### src/rtl/mips_ctrl_pkg.sv
// Shared definitions for the multi-cycle MIPS-subset control path:
// FSM state encodings, opcodes and datapath mux/ALU select encodings.
package mips_ctrl_pkg;

  typedef enum logic [3:0] {
    S_FETCH    = 4'd0,
    S_DECODE   = 4'd1,
    S_MEM_ADDR = 4'd2,
    S_MEM_RD   = 4'd3,
    S_MEM_WB   = 4'd4,
    S_MEM_WR   = 4'd5,
    S_R_EXEC   = 4'd6,
    S_R_WB     = 4'd7,
    S_BRANCH   = 4'd8,
    S_JUMP     = 4'd9,
    S_ORI_EXEC = 4'd10,
    S_ORI_WB   = 4'd11,
    S_ERR      = 4'd12
  } state_e;

  localparam logic [5:0] OP_RTYPE = 6'b000000;
  localparam logic [5:0] OP_LW    = 6'b100011;
  localparam logic [5:0] OP_SW    = 6'b101011;
  localparam logic [5:0] OP_BEQ   = 6'b000100;
  localparam logic [5:0] OP_BRNV  = 6'b000101;
  localparam logic [5:0] OP_J     = 6'b000010;
  localparam logic [5:0] OP_ORI   = 6'b001101;

  localparam logic [1:0] SRCB_B      = 2'b00;
  localparam logic [1:0] SRCB_FOUR   = 2'b01;
  localparam logic [1:0] SRCB_IMM    = 2'b10;
  localparam logic [1:0] SRCB_IMM_SH = 2'b11;

  localparam logic [1:0] ALU_ADD   = 2'b00;
  localparam logic [1:0] ALU_SUB   = 2'b01;
  localparam logic [1:0] ALU_FUNCT = 2'b10;
  localparam logic [1:0] ALU_OR    = 2'b11;

  localparam logic [1:0] PCSRC_ALU    = 2'b00;
  localparam logic [1:0] PCSRC_ALUOUT = 2'b01;
  localparam logic [1:0] PCSRC_JUMP   = 2'b10;

  // States that hold a memory transaction open until mem_ack.
  function automatic logic is_mem_wait(input state_e s);
    return (s == S_FETCH) || (s == S_MEM_RD) || (s == S_MEM_WR);
  endfunction

endpackage

### src/rtl/mem_wait_timer.sv
// Counts cycles a memory state has waited without an acknowledge and
// flags a timeout once the count has reached MAX_WAIT with no ack.
module mem_wait_timer #(
  parameter int MAX_WAIT = 15
) (
  input  logic clk,
  input  logic rst,
  input  logic waiting,
  input  logic ack,
  output logic timeout
);

  localparam int W = (MAX_WAIT < 1) ? 1 : $clog2(MAX_WAIT + 1);

  logic [W-1:0] wait_cnt_q;
  logic [W-1:0] wait_cnt_d;

  // Ack or timeout both leave the waiting state, so both clear the count.
  always_comb begin
    timeout    = waiting && !ack && (wait_cnt_q == W'(MAX_WAIT));
    wait_cnt_d = wait_cnt_q;
    if (!waiting || ack || timeout) wait_cnt_d = '0;
    else                            wait_cnt_d = wait_cnt_q + 1'b1;
  end

  // Wait counter register.
  always_ff @(posedge clk) begin
    if (rst) wait_cnt_q <= '0;
    else     wait_cnt_q <= wait_cnt_d;
  end

endmodule

### src/rtl/multicycle_ctrl.sv
// Control FSM for the multi-cycle MIPS-subset datapath. Outputs are decoded
// combinationally from the current state (and mem_ack in memory states).
module multicycle_ctrl
  import mips_ctrl_pkg::*;
#(
  parameter int MAX_WAIT = 15,
  parameter int CNT_W    = 16
) (
  input  logic             clk,
  input  logic             rst,
  input  logic [5:0]       opcode,
  input  logic             mem_ack,
  output logic             pc_write,
  output logic             pc_write_cond,
  output logic             pc_write_cond_n,
  output logic             iord,
  output logic             mem_read,
  output logic             mem_write,
  output logic             ir_write,
  output logic             reg_dst,
  output logic             mem_to_reg,
  output logic             reg_write,
  output logic             zero_ext,
  output logic             alu_src_a,
  output logic [1:0]       alu_src_b,
  output logic [1:0]       alu_op,
  output logic [1:0]       pc_source,
  output logic             retire,
  output logic [CNT_W-1:0] retired_cnt,
  output logic             halted,
  output logic [3:0]       state_o
);

  state_e             state_q, state_d;
  logic [CNT_W-1:0]   retired_cnt_q;
  logic               timeout;

  mem_wait_timer #(.MAX_WAIT(MAX_WAIT)) u_timer (
    .clk     (clk),
    .rst     (rst),
    .waiting (is_mem_wait(state_q)),
    .ack     (mem_ack),
    .timeout (timeout)
  );

  // Next-state selection and per-state datapath control decode.
  always_comb begin
    state_d         = state_q;
    pc_write        = 1'b0;
    pc_write_cond   = 1'b0;
    pc_write_cond_n = 1'b0;
    iord            = 1'b0;
    mem_read        = 1'b0;
    mem_write       = 1'b0;
    ir_write        = 1'b0;
    reg_dst         = 1'b0;
    mem_to_reg      = 1'b0;
    reg_write       = 1'b0;
    zero_ext        = 1'b0;
    alu_src_a       = 1'b0;
    alu_src_b       = SRCB_B;
    alu_op          = ALU_ADD;
    pc_source       = PCSRC_ALU;
    retire          = 1'b0;
    halted          = 1'b0;
    unique case (state_q)
      S_FETCH: begin
        mem_read  = 1'b1;
        alu_src_b = SRCB_FOUR;
        ir_write  = mem_ack;
        pc_write  = mem_ack;
        if (mem_ack)      state_d = S_DECODE;
        else if (timeout) state_d = S_ERR;
      end
      S_DECODE: begin
        alu_src_b = SRCB_IMM_SH;
        case (opcode)
          OP_RTYPE:        state_d = S_R_EXEC;
          OP_LW, OP_SW:    state_d = S_MEM_ADDR;
          OP_BEQ, OP_BRNV: state_d = S_BRANCH;
          OP_J:            state_d = S_JUMP;
          OP_ORI:          state_d = S_ORI_EXEC;
          default:         state_d = S_ERR;
        endcase
      end
      S_MEM_ADDR: begin
        alu_src_a = 1'b1;
        alu_src_b = SRCB_IMM;
        state_d   = (opcode == OP_SW) ? S_MEM_WR : S_MEM_RD;
      end
      S_MEM_RD: begin
        iord     = 1'b1;
        mem_read = 1'b1;
        if (mem_ack)      state_d = S_MEM_WB;
        else if (timeout) state_d = S_ERR;
      end
      S_MEM_WB: begin
        mem_to_reg = 1'b1;
        reg_write  = 1'b1;
        retire     = 1'b1;
        state_d    = S_FETCH;
      end
      S_MEM_WR: begin
        iord      = 1'b1;
        mem_write = 1'b1;
        retire    = mem_ack;
        if (mem_ack)      state_d = S_FETCH;
        else if (timeout) state_d = S_ERR;
      end
      S_R_EXEC: begin
        alu_src_a = 1'b1;
        alu_op    = ALU_FUNCT;
        state_d   = S_R_WB;
      end
      S_R_WB: begin
        reg_dst   = 1'b1;
        reg_write = 1'b1;
        retire    = 1'b1;
        state_d   = S_FETCH;
      end
      S_BRANCH: begin
        alu_src_a       = 1'b1;
        alu_op          = ALU_SUB;
        pc_source       = PCSRC_ALUOUT;
        pc_write_cond   = (opcode == OP_BEQ);
        pc_write_cond_n = (opcode == OP_BRNV);
        retire          = 1'b1;
        state_d         = S_FETCH;
      end
      S_JUMP: begin
        pc_source = PCSRC_JUMP;
        pc_write  = 1'b1;
        retire    = 1'b1;
        state_d   = S_FETCH;
      end
      S_ORI_EXEC: begin
        alu_src_a = 1'b1;
        alu_src_b = SRCB_IMM;
        zero_ext  = 1'b1;
        alu_op    = ALU_OR;
        state_d   = S_ORI_WB;
      end
      S_ORI_WB: begin
        reg_write = 1'b1;
        retire    = 1'b1;
        state_d   = S_FETCH;
      end
      S_ERR: begin
        halted  = 1'b1;
        state_d = S_ERR;
      end
      default: state_d = S_ERR;
    endcase
  end

  // State register and retired-instruction counter (wraps naturally).
  always_ff @(posedge clk) begin
    if (rst) begin
      state_q       <= S_FETCH;
      retired_cnt_q <= '0;
    end else begin
      state_q <= state_d;
      if (retire) retired_cnt_q <= retired_cnt_q + 1'b1;
    end
  end

  assign retired_cnt = retired_cnt_q;
  assign state_o     = state_q;

endmodule

### config.mk
export PLATFORM = sky130hd
export DESIGN_NAME = multicycle_ctrl
export DESIGN_NICKNAME = d
export VERILOG_FILES = /design/src/rtl/mips_ctrl_pkg.sv /design/src/rtl/mem_wait_timer.sv /design/src/rtl/multicycle_ctrl.sv
export SDC_FILE = /design/constraint.sdc
export NUM_CORES = 1
export LEC_CHECK = 0
export ABC_AREA = 1
export CELL_PAD_IN_SITES_DETAIL_PLACEMENT = 2
export CELL_PAD_IN_SITES_GLOBAL_PLACEMENT = 2
export CORE_UTILIZATION = 21
export CTS_CLUSTER_DIAMETER = 120
export CTS_CLUSTER_SIZE = 16
export DETAILED_ROUTE_END_ITERATION = 16
export GPL_TIMING_DRIVEN = 0
export HOLD_SLACK_MARGIN = 0.05
export PLACE_DENSITY_LB_ADDON = 0.1
export SLEW_MARGIN = 20
export SYNTH_ARGS = -nofsm -noshare
export SYNTH_HDL_FRONTEND = slang
export SYNTH_SLANG_ARGS = --single-unit
### constraint.sdc
create_clock -name clk -period 1.4 [get_ports clk]
set_clock_uncertainty 0.15 [all_clocks]
set_input_delay 0.28 -clock clk [delete_from_list [all_inputs] [get_ports clk]]
set_output_delay 0.28 -clock clk [all_outputs]
set_load 0.1 [all_outputs]
# Yosys cells after proc, flatten, opt, wreduce, memory -nomap -nowiden
# Index checks and enable logic that the tools add are counted.
[totals]
input_bits = 9
out_inout_bits = 40
reg_bits = 24
[classes]
addsub = 2
reduce_logical = 19
n_mux = 24
eq_ne = 19
[ops]
columns = ["op", "count"]
rows = [
  ["$pmux W4 S8", 1],
  ["$eq A4 B4 Y1 const B", 6],
  ["$pmux W4 S5", 1],
  ["$add A16 B1 Y16 const B", 1],
  ["$eq A4 B3 Y1 const B", 4],
  ["$mux W4", 4],
  ["$eq A6 B3 Y1 const B", 2],
  ["$eq A6 B6 Y1 const B", 2],
  ["$mux W1", 12],
  ["$pmux W2 S3", 2],
  ["$reduce_or A2 Y1", 6],
  ["$eq A4 B2 Y1 const B", 2],
  ["$eq A6 B2 Y1 const B", 1],
  ["$eq A6 B4 Y1 const B", 1],
  ["$logic_not A6 Y1", 1],
  ["$reduce_or A5 Y1", 1],
  ["$add A4 B1 Y4 const B", 1],
  ["$eq A4 B1 Y1 const B", 1],
  ["$logic_not A4 Y1", 1],
  ["$logic_or A1 B1 Y1", 4],
  ["$pmux W1 S2", 2],
  ["$pmux W2 S2", 1],
  ["$reduce_or A4 Y1", 1],
  ["$mux W3", 1],
  ["other kinds (3)", 5],
]

# Logic depth before layout (Yosys ltp)
# Gate-level depths: netlist (run 1).
[depth]
depth_word = 8
ltp_mapped = 10

# Cells and area by module
# Synthesis (run 1) repeated with hierarchy kept, for this count alone.
[hier_totals]
cells_unflattened = 276
area_unflattened_um2 = 1695.4
[modules_own_cells]
columns = ["module", "area_each_um2", "instances", "cells_each"]
rows = [
  ["multicycle_ctrl", 1495.2, 1, 248],
  ["mem_wait_timer", 200.2, 1, 28],
]

# Least setup slack after synthesis (run 1)
# Ideal clock, no wire load.
[synth_path]
path_type = "reg2out"
from = "reg state_q[3] (netlist: state_o[3])"
to = "out pc_write_cond"
stages_incl_launch_ff = 5
slack_ns = -2.582
arrival_ns = 3.552
path_cell_list = "dfxtp_1 buf_6 nand2_4 nor2_1 and3_1"
[synth_between]
elab_chain_cells = 2
[synth_rtl]
columns = ["element", "line", "rtl"]
rows = [
  ["from (decl)", "multicycle_ctrl.sv:34", "state_e state_q, state_d;"],
  ["from (signal assigned)", "multicycle_ctrl.sv:162", "state_q <= state_d;"],
  ["$eq A4 B4 Y1", "multicycle_ctrl.sv:66", "unique case (state_q)"],
  ["$mux W1", "multicycle_ctrl.sv:66", ""],
  ["to (decl)", "multicycle_ctrl.sv:14", "output logic pc_write_cond,"],
]
# No other way between the ends.

# Worst setup path in the final report (run 1)
[layout_path]
from = "reg state_q[2] (netlist: state_o[2])"
to = "out retire"
[layout_between]
elab_chain_cells = 3
elab_cells_between_ends = 8
[layout_rtl]
columns = ["element", "line", "rtl"]
rows = [
  ["$eq A4 B4 Y1 / $eq A4 B3 Y1 (equally long branches)", "multicycle_ctrl.sv:66", ""],
  ["$reduce_or A5 Y1 (no source line)", "n/a", ""],
  ["$pmux W1 S2 (*)", "multicycle_ctrl.sv:66", ""],
  ["to (decl)", "multicycle_ctrl.sv:28", "output logic retire,"],
]
# Mark *: on every way between the ends. The rest lies on a longest branch, timed or not.

==> results.py, run 1 <==
metrics = {
    "synth": {
        "syn_area_per_cell_um2": 5.99,
        "yosys-top-cells-count": "59 x nand2_1, 52 x nor2_1, 33 x nand3_1",
        "synthTopCellsByArea": "dfxtp_1 30%, nand2_1 14%, nor2_1 12%",
        "async_flop_share_pct": 0,
        "netlist_instances": 271,
        "synth_area_um2": 1620,
        "synth.top_cell.area_share_pct": 29.6,
        "synth_edf_count": 0,
        "synth_top_area_cell": "dfxtp_1",
        "yosys_warnings": 0,
        "synth_seq_cells": 24,
        "synth_cell_types": 25,
        "synth.most_common_cell": "nand2_1",
        "ys_seq_area_share_pct": 29.6,
        "synth_nets": 282,
        "synth-main-ff-cell": "dfxtp_1",
    },
    "critical_path": {
        "worstReg2RegEnd": "retired_cnt[7]$_SDFFE_PP0P_",
        "r2r_slack_ns": -0.59,
        "end_kind": "output port",
        "reg2reg_depth": 12,
        "cp_max_fo": 5,
        "cp.arrival_ns": 1.66,
        "r2r_start": "state_o[2]$_SDFF_PP0_",
        "crit_required_ns": 0.97,
        "start_kind": "register",
        "worst-setup-path-type": "reg -> out",
    },
    "route": {
        "drt_wl_total_um": 13300,
        "routedWlPerCell_um": 27.4,
        "drt_iter0_drc": 147,
        "viasPerCell": 5.28,
        "drc": 0,
        "ant_nets": 0,
        "dr_total_vias": 2560,
        "first_pass_iters": 4,
    },
    "pwr": {
        "pwr-share-clk_pct": 12.7,
        "seqPwrFrac_pct": 17.8,
        "p_leak_nw": 1.59,
        "switching_share_pct": 49.7,
        "ir_drop_v": 0.000520,
        "p_int_w": 0.00229,
        "p_per_area_nw_per_um2": 1150,
        "power.total_w": 0.00454,
        "switchingPower_w": 0.00226,
        "combPwrFrac_pct": 69.5,
    },
    "placement": {
        "place_congestion": 0.735,
        "port_buffers": 48,
        "hpwl_um": 4920,
        "place_ws_ns": -1.61,
    },
    "cts": {
        "path_clk_slew_ns": 0.10,
        "cts_buffer_depth": 2,
        "clk-insertion-delay-late_ns": 0.28,
        "tritoncts": "yes",
        "cts_hold_buf": 0,
        "cts_buffers": 3,
        "root_buffer": "clkbuf_8",
        "clkSinkCount": 24,
        "htreeDepth": 1,
    },
    "floorplan": {
        "design.die.area_um2": 8090,
        "core-area_um2": 7370,
        "initial_utilization_pct": 22.0,
        "die_w_um": 89.9,
        "fp-row-count": 31,
        "io_pins": 49,
        "fp.dieH_um": 89.9,
    },
    "timing": {
        "relSlewSlack_pct": 57.4,
        "period_share_pct": 149,
        "hold_slack_ns": 0.318,
        "setup_slack_ns": -0.687,
        "layout_min_cycle_time_ns": 2.09,
        "worst_pin_slew_ns": 0.638,
        "setup_tns_ns": -22.10,
        "rsz0062_at_grt": "true",
        "max_freq_mhz": 479,
        "hold_viol": 0,
        "maxSlewViolCount": 0,
        "setup_violations": 51,
    },
    "cells_and_area": {
        "area_growth_pct": 144,
        "num-fill-cells": 737,
        "drive_gt1_share_pct": 60.9,
        "nNetsFinal": 398,
        "diodes": 0,
    },
    "outcome": {
        "violations": "negative setup slack",
        "status": "complete, but fails checks",
    },
    "min_path": {
        "min_from": "u_timer.wait_cnt_q[0]$_SDFF_PP0_",
        "whs_path_depth": 1,
        "holdCritPathClass": "reg -> reg",
        "hold_end": "u_timer.wait_cnt_q[0]$_SDFF_PP0_",
    },
    "global_routing": {
        "grt.overflow.total": 0,
        "antenna_found_initial": 0,
        "grt_pass1_vias": 2533,
        "track_usage_pct": 24.0,
        "grt_max_degree": 15,
        "grt_pass1_wl_um": 14900,
    },
    "job": {
        "max_cap_violations": 0,
    },
}
[how the worst max path moves through the flow]
| stage | start | end |
|---|---|---|
| after floorplan | state_o[3]$_SDFF_PP0_ | pc_write_cond |
| after global placement | opcode[2] | pc_write_cond_n |
| after detailed placement | opcode[2] | pc_write_cond_n |
| after CTS | state_o[2]$_SDFF_PP0_ | alu_src_b[0] |
| after global routing | state_o[2]$_SDFF_PP0_ | retire |
| final | state_o[2]$_SDFF_PP0_ | retire |
[what timing repair did]
action / 4_1_cts / 5_1_grt
endpoints found under the setup margin: 64 / 56
pin swaps: 21 / 31
endpoints found under the hold margin: 0 / 0
resized for setup: 383 / 85
setup buffers: 36 / 28
cloned: 1 / 1
[kinds of logic after synthesis]
| logic type | synth area share (%) |
|---|---|
| flip-flops | 29.6 |
| XOR/XNOR | 2.70 |
| AO/OA/AOI/OAI | 12.2 |
| adder cells (fa/ha/maj) | 1.54 |
| AND/OR/NAND/NOR | 43.1 |
| buffers and inverters | 10.9 |
[routing by layer]
metal	vias to the layer above	routed length [µm]	GRT usage (%)
li1	1112	-	-
met4	0	785	9.54
met2	112	6590	43.6
met1	1286	5230	28.2
met3	50	667	3.38
met5	-	0	0
[layout by cell type, fill, tap and decap left out, types with 12 or more instances in the layout]
master / Yosys / routed
nand2_1: 59 / 36
nor2_1: 52 / 29
a21oi_1: 23 / 13
dfxtp_2: 0 / 12
buf_6: 3 / 33
nand2_2: 3 / 13
buf_4: 0 / 31
buf_12: 0 / 31
nor2_4: 1 / 18
inv_1: 32 / 21
nand3_1: 33 / 25
[power groups by stage]
stage	combinational [W]	sequential, W	clock [W]
after detailed placement	0.00175	0.000818	0
after global routing	0.00322	0.000813	0.000606
after CTS	0.00240	0.000794	0.000587
after global placement	0.00172	0.000815	0
after floorplan	0.00121	0.000983	0
final	0.00316	0.000810	0.000576
[layout make-up]
| class | count | area [µm²] | area share [%] |
|---|---|---|---|
| plain buffers | 6 | 86.3 | 2.18 |
| multi-input cells | 208 | 1570 | 39.6 |
| clock buffers | 4 | 66.3 | 1.67 |
| flip-flops and latches | 24 | 526 | 13.3 |
| inverters | 34 | 184 | 4.64 |
| repair buffers | 110 | 1410 | 35.5 |
| well taps | 99 | 124 | 3.13 |
[registers in the layout, indices dropped and copies added, names as in the netlist]
register	flops
u_timer.wait_cnt_q	4
retired_cnt	16
state_o	4
[worst max-delay path: stages (launching register included)]
cell	delay, ns
dfxtp_4	0.45
clkinv_8	0.09
nor2_4	0.18
nand2_4	0.12
clkinv_8	0.07
nand2_4	0.06
nand2_4	0.11
buf_12	0.12
buf_12	0.16
[metrics by stage]
step	std cells	area [µm²]	utilization, %
6_report	485	3960	53.8
5_1_grt	485	3960	53.8
4_1_cts	459	3410	46.2
3_5_place_dp	418	2590	35.1
3_3_place_gp	418	2590	35.1
2_1_floorplan	271	1980	-
(Power assumes the default switching activity.)
==> inputs of run 2 (changes only) <==
Settings changed: CORE_UTILIZATION 21 to 22, SKIP_LAST_GASP from default to 1, SYNTH_HIERARCHICAL from default to 1.
==> run 2 against run 1 <==
The flow still finishes with violations (negative setup slack). Area after synthesis is 4.4% higher. First-iteration DRC count is 42% lower. Synthesized cell count is 1.8% higher. Worst setup slack worse by 0.0034 ns. Largest power group unchanged. Highest routed layer unchanged.
==> results.py, run 2 <==
metrics = {
    "critical_path": {
        "end_kind": "register",
        "crit_chain": "clkinv_8, buf_4, nand3_4, nand3_4, inv_4, nor3_4, inv_2, nand2_4, nor2_1, a21oi_1, nand2_1, nand3_1, nor2_1, nor2_1",
        "worst_path_max_delay_cell": "dfxtp_4",
        "crit_required_ns": 1.41,
        "worst-setup-path-type": "reg -> reg",
        "cp.arrival_ns": 2.10,
        "crit_top_cell": "nor2_1",
        "start_kind": "register",
        "path_buf_inv": 4,
        "path_delay_family": "simple AND/OR/NAND/NOR gates",
        "cp_max_fo": 5,
        "max_stage_delay_ns": 0.45,
    },
    "global_routing": {
        "grt.overflow.total": 0,
        "track_usage_pct": 20.4,
        "grt_pass1_vias": 2488,
        "grt_max_degree": 15,
        "antenna_found_initial": 0,
        "grt_pass1_wl_um": 13300,
    },
    "cells_and_area": {
        "largest_reg_flops": 16,
        "final_common_cell": "nand2_1",
        "area_growth_pct": 125,
        "drive_gt1_share_pct": 57.0,
        "nNetsFinal": 396,
        "diodes": 0,
        "final_cell_mix": "47 x nand2_1, 34 x nor2_1, 32 x buf_4",
    },
    "synth": {
        "synth_area_um2": 1700,
        "synth.top_cell.area_share_pct": 28.3,
        "async_flop_share_pct": 0,
        "synth_seq_cells": 24,
        "ys_seq_area_share_pct": 28.3,
        "syn_area_per_cell_um2": 6.14,
        "synth_edf_count": 0,
        "synth_nets": 287,
        "synth-main-ff-cell": "dfxtp_1",
        "synthTopCellsByArea": "dfxtp_1 28%, nand2_1 16%, nor2_1 12%",
        "yosys_warnings": 6,
        "synth_top_area_cell": "dfxtp_1",
        "synth_cell_types": 28,
        "synth.most_common_cell": "nand2_1",
        "netlist_instances": 276,
        "yosys-top-cells-count": "71 x nand2_1, 53 x nor2_1, 32 x inv_1",
    },
    "cts": {
        "path_clk_slew_ns": 0.10,
        "tritoncts": "yes",
        "clkSinkCount": 24,
        "cts_buffers": 3,
        "root_buffer": "clkbuf_8",
        "clk-insertion-delay-late_ns": 0.29,
        "cts_hold_buf": 0,
        "cts_buffer_depth": 2,
        "htreeDepth": 1,
    },
    "pwr": {
        "combPwrFrac_pct": 60.3,
        "ir_drop_v": 0.000435,
        "power.total_w": 0.00350,
        "p_int_w": 0.00188,
        "switchingPower_w": 0.00162,
        "p_per_area_nw_per_um2": 920,
        "switching_share_pct": 46.3,
        "seqPwrFrac_pct": 22.3,
        "pwr-share-clk_pct": 17.4,
        "p_leak_nw": 1.60,
    },
    "min_path": {
        "holdCritPathClass": "reg -> reg",
    },
    "outcome": {
        "violations": "negative setup slack",
        "status": "complete, but fails checks",
    },
    "floorplan": {
        "die_w_um": 89.8,
        "fp-row-count": 31,
        "design.die.area_um2": 8060,
        "core-area_um2": 7370,
        "initial_utilization_pct": 23.0,
        "fp.dieH_um": 89.8,
        "io_pins": 49,
    },
    "route": {
        "drc": 0,
        "routedWlPerCell_um": 22.2,
        "ant_nets": 0,
        "drt_wl_total_um": 10700,
        "dr_total_vias": 2384,
        "first_pass_iters": 4,
        "viasPerCell": 4.94,
        "drt_iter0_drc": 85,
    },
    "timing": {
        "max_freq_mhz": 478,
        "worst_pin_slew_ns": 0.677,
        "setup_violations": 50,
        "rsz0062_at_grt": "true",
        "maxSlewViolCount": 0,
        "period_share_pct": 149,
        "layout_min_cycle_time_ns": 2.09,
        "hold_viol": 0,
        "setup_tns_ns": -20.38,
        "setup_slack_ns": -0.691,
        "relSlewSlack_pct": 54.9,
    },
    "job": {
        "max_cap_violations": 0,
    },
    "placement": {
        "port_buffers": 48,
        "place_congestion": 0.711,
        "place_ws_ns": -1.72,
        "hpwl_um": 5080,
    },
}
run 2: cell type report:
cell class | count | area, µm²
plain buffers | 3 | 38.8
clock buffers | 4 | 66.3
fillers | 766 | 3560
inverters | 36 | 173
multi-input cells | 213 | 1540
flip-flops and latches | 24 | 533
well taps | 99 | 124
repair buffers | 104 | 1330
run 2: worst reg2reg max path, cell delays in order, from the launching register on:
cell	delay, ns
dfxtp_4	0.45
clkinv_8	0.10
buf_4	0.16
nand3_4	0.10
nand3_4	0.11
inv_4	0.09
nor3_4	0.04
inv_2	0.10
nand2_4	0.06
nor2_1	0.15
a21oi_1	0.08
nand2_1	0.09
nand3_1	0.08
nor2_1	0.13
nor2_1	0.06
run 2: final timing paths:
kind                                    start  cells past startpoint                          endpoint  slack, ns
min reg2reg  u_timer/wait_cnt_q[0]$_SDFF_PP0_                      1  u_timer/wait_cnt_q[0]$_SDFF_PP0_       0.31
min          u_timer/wait_cnt_q[0]$_SDFF_PP0_                      1  u_timer/wait_cnt_q[0]$_SDFF_PP0_       0.31
max                     state_o[0]$_SDFF_PP0_                     14             state_o[2]$_SDFF_PP0_      -0.69
max reg2reg             state_o[0]$_SDFF_PP0_                     14             state_o[2]$_SDFF_PP0_      -0.69
run 2: routing by layer:
metal  up-vias  wire [µm]  track usage, %  share of wire (%)
met1      1208       4550            26.5                 43
met2        41       5610            36.5                 52
met5         -          0               0                  0
li1       1116          -               -                  -
met3        19        263            1.44                2.5
met4         0        283            4.78                2.6
run 2: cells by family (layout without fill, tap and decap cells):
| logic type | Yosys count | count (layout) | share of synthesized area, % |
|---|---|---|---|
| adders and majority gates | 2 | 2 | 1.48 |
| and+or+nand+nor | 175 | 175 | 48.3 |
| DFF | 24 | 24 | 28.3 |
| buffers and inverters | 39 | 147 | 9.96 |
| AOI/OAI and AO/OA | 34 | 34 | 10.8 |
| xor gates and xnor gates | 2 | 2 | 1.03 |
run 2: metrics by stage:
stage	utilization (%)	hold slack [ns]	area (µm²)	instances
finish	51.6	0.308	3810	483
global route	51.6	0.311	3810	483
CTS	44.4	0.350	3270	452
detailed placement	34.6	0.327	2550	423
global placement	34.6	0.308	2550	423
floorplan	-	0.280	1940	276
run 2: what timing repair did:
item                                    CTS  global route
endpoints found under the setup margin   64            54
resized for setup                       384            76
buffers inserted                         24            33
gates cloned                              1             1
pin swaps                                16            31
run 2: power groups by stage:
| stage | clock network (W) | registers (W) | logic [W] |
|---|---|---|---|
| global placement | 0 | 0.000781 | 0.00120 |
| CTS | 0.000615 | 0.000778 | 0.00167 |
| finish | 0.000611 | 0.000780 | 0.00211 |
| detailed placement | 0 | 0.000784 | 0.00121 |
| global route | 0.000644 | 0.000783 | 0.00218 |
| floorplan | 0 | 0.000928 | 0.000784 |
==> inputs of run 3 (changes only) <==
Settings changed: CORE_UTILIZATION 22 to 24.
Clock period 1.4 ns to 2.3 ns, I/O delays scaled along.
==> run 3 against run 2 <==
The flow now finishes without violations. Combinational power down 67%. Global-route usage fell by 3.1 points. Sequential share of layout area increased by 6.0 points. Register-to-register slack better by 0.95 ns. Clock-buffer cell count did not move. Sequential power shrank 40%. Sequential cell count did not move. First-iteration DRC count fell by 54%. Die area shrank 8.1%. Worst hold slack better by 0.031 ns. Largest cell class unchanged. Largest power group unchanged.
==> results.py, run 3 (synthesis results as in run 2) <==
metrics = {
    "critical_path": {
        "r2r_slack_ns": 0.26,
        "cp.arrival_ns": 1.65,
        "crit_required_ns": 1.69,
        "crit_path_end": "retire",
        "max_stage_delay_ns": 0.44,
        "crit_chain": "inv_2, nand2_4, nor2_4, nor2_8, nand3_4, buf_12, buf_6",
        "path_delay_family": "simple AND/OR/NAND/NOR gates",
        "cp_max_fo": 10,
        "r2r_start": "state_o[2]$_SDFF_PP0_",
        "start_kind": "register",
        "worstReg2RegEnd": "state_o[2]$_SDFF_PP0_",
        "worst-setup-path-type": "reg -> out",
        "end_kind": "output port",
        "reg2reg_depth": 13,
        "path_buf_inv": 3,
        "cp.depth": 7,
        "cp-startpoint": "state_o[3]$_SDFF_PP0_",
        "worst_path_max_delay_cell": "dfxtp_4",
    },
    "global_routing": {
        "antenna_found_initial": 0,
        "grt.overflow.total": 0,
        "grt_pass1_wl_um": 10100,
        "grt_max_degree": 14,
        "grt_pass1_vias": 2080,
        "track_usage_pct": 17.3,
    },
    "cts": {
        "clk-insertion-delay-late_ns": 0.27,
        "htreeDepth": 1,
        "cts_buffers": 3,
        "root_buffer": "clkbuf_8",
        "tritoncts": "yes",
        "cts_buffer_depth": 2,
        "path_clk_slew_ns": 0.09,
        "clkSinkCount": 24,
    },
    "timing": {
        "hold_slack_ns": 0.339,
        "relSlewSlack_pct": 35.5,
        "period_share_pct": 98.3,
        "hold_viol": 0,
        "maxSlewViolCount": 0,
        "rsz0062_at_grt": "true",
        "layout_min_cycle_time_ns": 2.26,
        "max_freq_mhz": 442,
        "setup_violations": 0,
        "worst_pin_slew_ns": 0.972,
    },
    "cells_and_area": {
        "num-fill-cells": 840,
        "final_util_pct": 36.7,
        "area_growth_pct": 46.9,
        "final_common_cell": "nand2_1",
        "final_cell_mix": "66 x nand2_1, 46 x nor2_1, 29 x inv_1",
        "drive_gt1_share_pct": 23.0,
        "largest_reg_flops": 16,
        "nNetsFinal": 343,
        "diodes": 0,
    },
    "route": {
        "dr_total_vias": 2034,
        "first_pass_iters": 4,
        "drc": 0,
        "viasPerCell": 4.76,
        "routedWlPerCell_um": 14.1,
        "drt_iter0_drc": 39,
        "ant_nets": 0,
        "drt_wl_total_um": 6030,
    },
    "floorplan": {
        "core-area_um2": 6790,
        "io_pins": 49,
        "fp-row-count": 30,
        "design.die.area_um2": 7400,
        "initial_utilization_pct": 25.0,
        "die_w_um": 86.1,
        "fp.dieH_um": 86.1,
    },
    "placement": {
        "hpwl_um": 4920,
        "place_congestion": 0.737,
        "port_buffers": 48,
    },
    "min_path": {
        "holdCritPathClass": "reg -> reg",
    },
    "pwr": {
        "p_leak_nw": 1.10,
        "p_per_area_nw_per_um2": 572,
        "ir_drop_v": 0.000356,
    },
    "job": {
        "max_cap_violations": 0,
    },
    "outcome": {
        "status": "finished clean",
    },
}
run 3: cell count changes in the layout (fill, tap and decap cells not counted), moves of 12 or more:
| cell | before | now |
|---|---|---|
| dlygate4sd2_1 | 1 | 21 |
| buf_12 | 27 | 2 |
| buf_6 | 27 | 3 |
| nor2_1 | 34 | 46 |
| dfxtp_1 | 2 | 18 |
| buf_4 | 32 | 5 |
| nand2_1 | 47 | 66 |
run 3: area by class of cell:
| cell class | count | area (µm²) | share of cell area [%] |
|---|---|---|---|
| Multi-Input combinational cell | 213 | 1170 | 47.1 |
| Buffer | 3 | 38.8 | 1.56 |
| Sequential cell | 24 | 498 | 20.0 |
| Timing Repair Buffer | 51 | 472 | 18.9 |
| Clock buffer | 4 | 45.0 | 1.81 |
| Tap cell | 96 | 120 | 4.82 |
| Inverter | 36 | 144 | 5.78 |
run 3: through the flow:
step,setup WS [ns],instance area (µm²),power [W],std cells,TNS [ns]
3_5_place_dp,-1.11,2420,0.00118,420,-8.89
3_3_place_gp,-1.11,2420,0.00117,420,-8.63
6_report,0.0386,2490,0.00143,427,0
2_1_floorplan,-0.526,1820,0.00100,276,-2.64
5_1_grt,-0.0562,2490,0.00151,427,-0.0720
4_1_cts,-0.126,2430,0.00143,424,-0.126
run 3: worst min path at each step:
stage | start | depth (start not counted) | end
floorplan | u_timer/wait_cnt_q[0]$_SDFF_PP0_ | 1 | u_timer/wait_cnt_q[0]$_SDFF_PP0_
global placement | u_timer/wait_cnt_q[0]$_SDFF_PP0_ | 1 | u_timer/wait_cnt_q[0]$_SDFF_PP0_
detailed placement | retired_cnt[0]$_SDFFE_PP0P_ | 1 | retired_cnt[0]$_SDFFE_PP0P_
CTS | retired_cnt[0]$_SDFFE_PP0P_ | 1 | retired_cnt[0]$_SDFFE_PP0P_
global route | u_timer/wait_cnt_q[0]$_SDFF_PP0_ | 1 | u_timer/wait_cnt_q[0]$_SDFF_PP0_
finish | u_timer/wait_cnt_q[0]$_SDFF_PP0_ | 1 | u_timer/wait_cnt_q[0]$_SDFF_PP0_
run 3: timing repair:
action                     in CTS  in global routing
pin swaps                       0                  3
setup endpoints to repair      40                 13
resized for setup             118                 16
buffers inserted                0                  3
hold buffers                    0                  0
run 3: worst reg2reg max path, cell delays in order (launching register included):
cell and delay (ns):
dfxtp_4 0.40, nor2_2 0.18, nand3_1 0.16, nand3_2 0.16
inv_1 0.07, nor3_2 0.15, inv_1 0.08, nand2_1 0.14
nor2_1 0.06, a21oi_1 0.13, nand2_1 0.09, nand3_1 0.08
nor2_1 0.04, nor2_1 0.08
run 3: power by group:
group          internal [W]  switching [W]  leakage (nW)  total [W]
Combinational      0.000158       0.000536         0.875   0.000694
Sequential         0.000433      0.0000324         0.198   0.000466
Clock              0.000124       0.000142        0.0228   0.000266
run 3: layer usage:
layer / track usage, % / up-vias / part of all wire [%] / wire length (µm)
met5: 0 / - / 0 / 0
met4: 2.27 / 0 / 0.45 / 27
met3: 2.60 / 2 / 2.1 / 124
met2: 30.9 / 23 / 50 / 3000
li1: - / 1015 / - / -
met1: 22.4 / 994 / 48 / 2880
